===== src/rtl/uart_pkg.sv =====
// Shared UART definitions: FSM state encoding and default frame/baud parameters.
package uart_pkg;

    typedef enum logic [1:0] {
        S_IDLE  = 2'd0,
        S_START = 2'd1,
        S_DATA  = 2'd2,
        S_STOP  = 2'd3
    } uart_state_e;

    localparam int unsigned UART_D_WIDTH     = 8;
    localparam int unsigned UART_CLK_PER_BIT = 868;  // 100 MHz / 115200
    localparam int unsigned UART_CNT_WIDTH   = 10;

endpackage


===== src/rtl/sync_2ff.sv =====
// Two-flop synchroniser for a single asynchronous input, with a selectable reset level.
module sync_2ff #(
    parameter logic RESET_VAL = 1'b1
) (
    input  logic clk,
    input  logic n_rst,
    input  logic d,
    output logic q
);

    logic meta;

    always_ff @(posedge clk or negedge n_rst) begin
        if (!n_rst) begin
            meta <= RESET_VAL;
            q    <= RESET_VAL;
        end else begin
            meta <= d;
            q    <= meta;
        end
    end

endmodule


===== src/rtl/uart_rx_byte.sv =====
// 8N1-style serial receiver: mid-bit sampling of a synchronised RX line, one-cycle
// rx_done on a good frame and frame_err when the stop bit reads low.
module uart_rx_byte
    import uart_pkg::*;
#(
    parameter int unsigned D_WIDTH     = UART_D_WIDTH,
    parameter int unsigned CLK_PER_BIT = UART_CLK_PER_BIT,
    parameter int unsigned CNT_WIDTH   = UART_CNT_WIDTH
) (
    input  logic               clk,
    input  logic               n_rst,
    input  logic               rx,
    output logic [D_WIDTH-1:0] rx_data,
    output logic               rx_done,
    output logic               frame_err,
    output logic               busy
);

    localparam int unsigned IDX_W = (D_WIDTH > 1) ? $clog2(D_WIDTH) : 1;
    localparam logic [CNT_WIDTH-1:0] HALF_M1  = CNT_WIDTH'(CLK_PER_BIT / 2 - 1);
    localparam logic [CNT_WIDTH-1:0] BIT_M1   = CNT_WIDTH'(CLK_PER_BIT - 1);
    localparam logic [IDX_W-1:0]     LAST_IDX = IDX_W'(D_WIDTH - 1);

    logic                 rx_s;
    uart_state_e          state;
    logic [CNT_WIDTH-1:0] cnt;
    logic [IDX_W-1:0]     bit_idx;
    logic [D_WIDTH-1:0]   shreg;
    logic                 wait_high;

    sync_2ff #(
        .RESET_VAL (1'b1)
    ) u_rx_sync (
        .clk   (clk),
        .n_rst (n_rst),
        .d     (rx),
        .q     (rx_s)
    );

    always_ff @(posedge clk or negedge n_rst) begin
        if (!n_rst) begin
            state     <= S_IDLE;
            cnt       <= '0;
            bit_idx   <= '0;
            shreg     <= '0;
            wait_high <= 1'b0;
            rx_data   <= '0;
            rx_done   <= 1'b0;
            frame_err <= 1'b0;
            busy      <= 1'b0;
        end else begin
            rx_done   <= 1'b0;
            frame_err <= 1'b0;
            case (state)
                S_IDLE: begin
                    cnt     <= '0;
                    bit_idx <= '0;
                    // After a framing error the line must go high before a new start counts.
                    if (wait_high) begin
                        if (rx_s) begin
                            wait_high <= 1'b0;
                        end
                    end else if (!rx_s) begin
                        state <= S_START;
                        busy  <= 1'b1;
                    end
                end
                S_START: begin
                    if (cnt == HALF_M1) begin
                        cnt <= '0;
                        if (rx_s) begin
                            state <= S_IDLE;
                            busy  <= 1'b0;
                        end else begin
                            state <= S_DATA;
                        end
                    end else begin
                        cnt <= cnt + 1'b1;
                    end
                end
                S_DATA: begin
                    if (cnt == BIT_M1) begin
                        cnt            <= '0;
                        shreg[bit_idx] <= rx_s;
                        if (bit_idx == LAST_IDX) begin
                            bit_idx <= '0;
                            state   <= S_STOP;
                        end else begin
                            bit_idx <= bit_idx + 1'b1;
                        end
                    end else begin
                        cnt <= cnt + 1'b1;
                    end
                end
                S_STOP: begin
                    if (cnt == BIT_M1) begin
                        cnt   <= '0;
                        state <= S_IDLE;
                        busy  <= 1'b0;
                        if (rx_s) begin
                            rx_data <= shreg;
                            rx_done <= 1'b1;
                        end else begin
                            frame_err <= 1'b1;
                            wait_high <= 1'b1;
                        end
                    end else begin
                        cnt <= cnt + 1'b1;
                    end
                end
                default: begin
                    state <= S_IDLE;
                    busy  <= 1'b0;
                end
            endcase
        end
    end

endmodule


===== config.mk =====
export PLATFORM = sky130hd
export DESIGN_NAME = uart_rx_byte
export DESIGN_NICKNAME = d
export VERILOG_FILES = /design/src/rtl/uart_pkg.sv /design/src/rtl/sync_2ff.sv /design/src/rtl/uart_rx_byte.sv
export SDC_FILE = /design/constraint.sdc
export NUM_CORES = 1
export LEC_CHECK = 0
export CAP_MARGIN = 0
export CORE_ASPECT_RATIO = 1.5
export CORE_MARGIN = 10
export CORE_UTILIZATION = 30
export CTS_CLUSTER_SIZE = 28
export DETAILED_ROUTE_END_ITERATION = 8
export RECOVER_POWER = 25
export SETUP_SLACK_MARGIN = 0.05
export SYNTH_ARGS = -nofsm -noshare
export SYNTH_HDL_FRONTEND = slang
export SYNTH_SLANG_ARGS = --single-unit

===== constraint.sdc =====
create_clock -name clk -period 1.9 [get_ports clk]
set_input_delay 0.38 -clock clk [delete_from_list [all_inputs] [get_ports clk]]
set_output_delay 0.38 -clock clk [all_outputs]
set_load 0.01 [all_outputs]

==> results.yml <==
run_status:
  outcome: "complete, no violations"
die:
  core_area_um2: 5743
  die_x_um: 82.50
  rows: 34
  num_io_pins: 14
  start_util_pct: 30.61
  die_y_um: 113.8
  die_area_um2: 9385
global_routing:
  grt_pass1_wl_um: 6292
  grt_use_met2_pct: 14.06
  grtUsageMet1_pct: 9.387
  grt_pass1_vias: 1302
  grt-ovfl-total: 0
  grtUsageMet3_pct: 2.598
  grt_start_max_net_pins: 38
  antenna_found_initial: 0
  track_usage_pct: 8.393
  top_usage_layer: "met2"
final_layout:
  diodes: 0
  layout_common_cells: "35 x dfrtp_1, 16 x mux2_2, 15 x nand3_1"
  nets: 188
  drive_gt1_share_pct: 27.47
  layout_commonest_cell: "dfrtp_1"
  syn2layout_area_growth_pct: 25.84
  fin_cells: 254
  design_area_um2: 2212
detailed_routing:
  vias: 1238
  ant_nets: 0
  detail_route.first_pass.iterations: 3
  wl_per_cell_um: 13.86
  wl_um: 3521
  via_per_inst: 4.874
  drc: 0
  drt-initial-drc-count: 38
synthesis:
  yosys.area_share.xor_xnor_pct: 3.488
  synth_top_family_by_area: "simple AND/OR/NAND/NOR gates"
  synth_nets: 163
  ys_seq_elements: 37
  ys_warn_count: 0
  ys_types: 35
  synth-adder-area-share_pct: 2.847
  synthArstFlopShare_pct: 100.0
  synth_mux_area_share_pct: 10.25
  netlist_area_um2: 1758
  yosysSeqAreaShare_pct: 52.81
  yosys.area_share.simple_pct: 23.77
  synth_compound_area_share_pct: 4.270
  avgSynthCellArea_um2: 11.27
  synth_ff_type: "dfrtp_1"
  syn_inst: 156
  synth_edf_count: 0
sta:
  slew_headroom_pct: 38.39
  min_period_ns: 1.827
  hold_violations: 0
  setup_viol: 0
  min_period_over_period_pct: 96.15
  rsz0062_at_grt: "yes"
  max_freq_mhz: 547.4
  worst_slew_pin_slew_ns: 0.9241
  drv_slew: 0
  clock_skew_ns: 0.004982
clocking:
  clockBufferDepth: 2
  htreeDepth: 2
  root_buffer: "clkbuf_8"
  cts_hold_buf: 0
  cts_num_sinks: 37
  cts_tree: "yes"
  clock_latency_ns: 0.29
  cts_inserted_buffers: 5
  path_clk_slew_ns: 0.08
critical_path:
  crit_type: "flip-flop to flip-flop"
  crit_required_ns: 2.08
  start_kind: "flip-flop"
  worst-path-max-fanout: 7
  reg2regPathDepth: 5
  arrival_ns: 2.01
  end_kind: "flip-flop"
power:
  p_leak_nw: 0.9859
  cellPowerDensity_nw_per_um2: 735.5
  vdd_drop_max_mv: 0.2613
place:
  placed_cell_area_um2: 2023
  gp_congestion: 0.7834
  dp_cells: 243
  hpwl_um: 2461
  port_buffers: 13
worst_hold_path:
  min_path_type: "input port to async pin"
run:
  maxCapViolations: 0
## final cells by class
class,count,area (um^2)
Timing Repair Buffer,25,225.2
Inverter,4,15.01
Sequential cell,37,928.4
Tap cell,72,90.09
Clock buffer,5,68.82
Fill cell,566,3531
Clock inverter,3,65.06
Multi-Input combinational cell,108,819.5
## where the power goes
| group | internal (mW) | switching [mW] | total [mW] |
|---|---|---|---|
| sequential | 0.791 | 0.000838 | 0.792 |
| combinational | 0.00577 | 0.0214 | 0.0272 |
| clock | 0.522 | 0.287 | 0.808 |
## state kept, by name (all words and copies together) (netlist names), named ones only
signal	flops
bit_idx	3
wait_high	1
cnt	10
state	1
shreg	8
frame_err	1
busy	1
u_rx_sync.q	1
rx_data	8
u_rx_sync.meta	1
rx_done	1
## logic make-up (layout without fill, tap and decap cells)
logic type                 count (synthesis)  in the layout
and+or+nand+nor                           70             70
xor gates and xnor gates                   7              7
buffers and inverters                     11             37
DFF                                       37             37
adders and majority gates                  4              4
muxes                                     16             16
AOI/OAI and AO/OA                         11             11
## cells in the mapped netlist (3+ instances only)
master,n,area share [%]
clkbuf_1,6,1.3
nor3_1,3,0.85
nand2_1,10,2.1
nor4_1,3,1.1
inv_1,4,0.85
mux2_2,16,10
nor2_1,14,3.0
ha_1,4,2.8
xnor2_1,4,2.0
nand4_1,4,1.4
nand3_1,15,4.3
dfrtp_1,35,50
nor3b_1,6,2.6
xor2_1,3,1.5
## critical path, stage by stage (launching register included)
cell and delay (ns):
dfrtp_1 0.42, ha_1 0.18, and4bb_2 0.30, nand4_4 0.20
nor4_2 0.27, mux2_2 0.36
## through the flow
stage	util, %	hold slack, ns	setup slack [ns]	setup TNS (ns)	total power [mW]
finish	38.52	0.3038	0.07310	0	1.627
global route	38.52	0.3711	-0.01504	-0.03143	1.700
CTS	37.56	0.1444	0.05618	0	1.650
detailed placement	35.23	0.3509	0.06959	0	0.8368
global placement	35.23	0.3462	0.1028	0	0.8363
floorplan	-	0.08441	0.1053	0	0.8127
## metal layers
metal	share of wire [%]	vias to the layer above	routed length, um
met3	4.4	6	154
met5	0	-	0
li1	-	603	-
met4	1.7	0	59
met2	55	13	1933
met1	39	616	1374
## path summary, 6_finish.rpt
path                                          start                     to  slack, ns
setup / recovery                   cnt[0]$_DFF_PN0_   shreg[3]$_DFFE_PN0P_       0.07
hold reg to reg            u_rx_sync.meta$_DFF_PN1_  u_rx_sync.q$_DFF_PN1_       0.36
setup reg to reg                   cnt[0]$_DFF_PN0_   shreg[3]$_DFFE_PN0P_       0.07
max in group asynchronous                     n_rst              async pin       1.03
min in group clk           u_rx_sync.meta$_DFF_PN1_  u_rx_sync.q$_DFF_PN1_       0.36
hold / removal                                n_rst   state[0]$_DFFE_PN0P_       0.30
## timing repair
item | in CTS | in global routing
gates resized for setup | 0 | 5
setup endpoints to repair | 0 | 15
setup buffers | 0 | 3
Power figures use the tool's default switching activity.
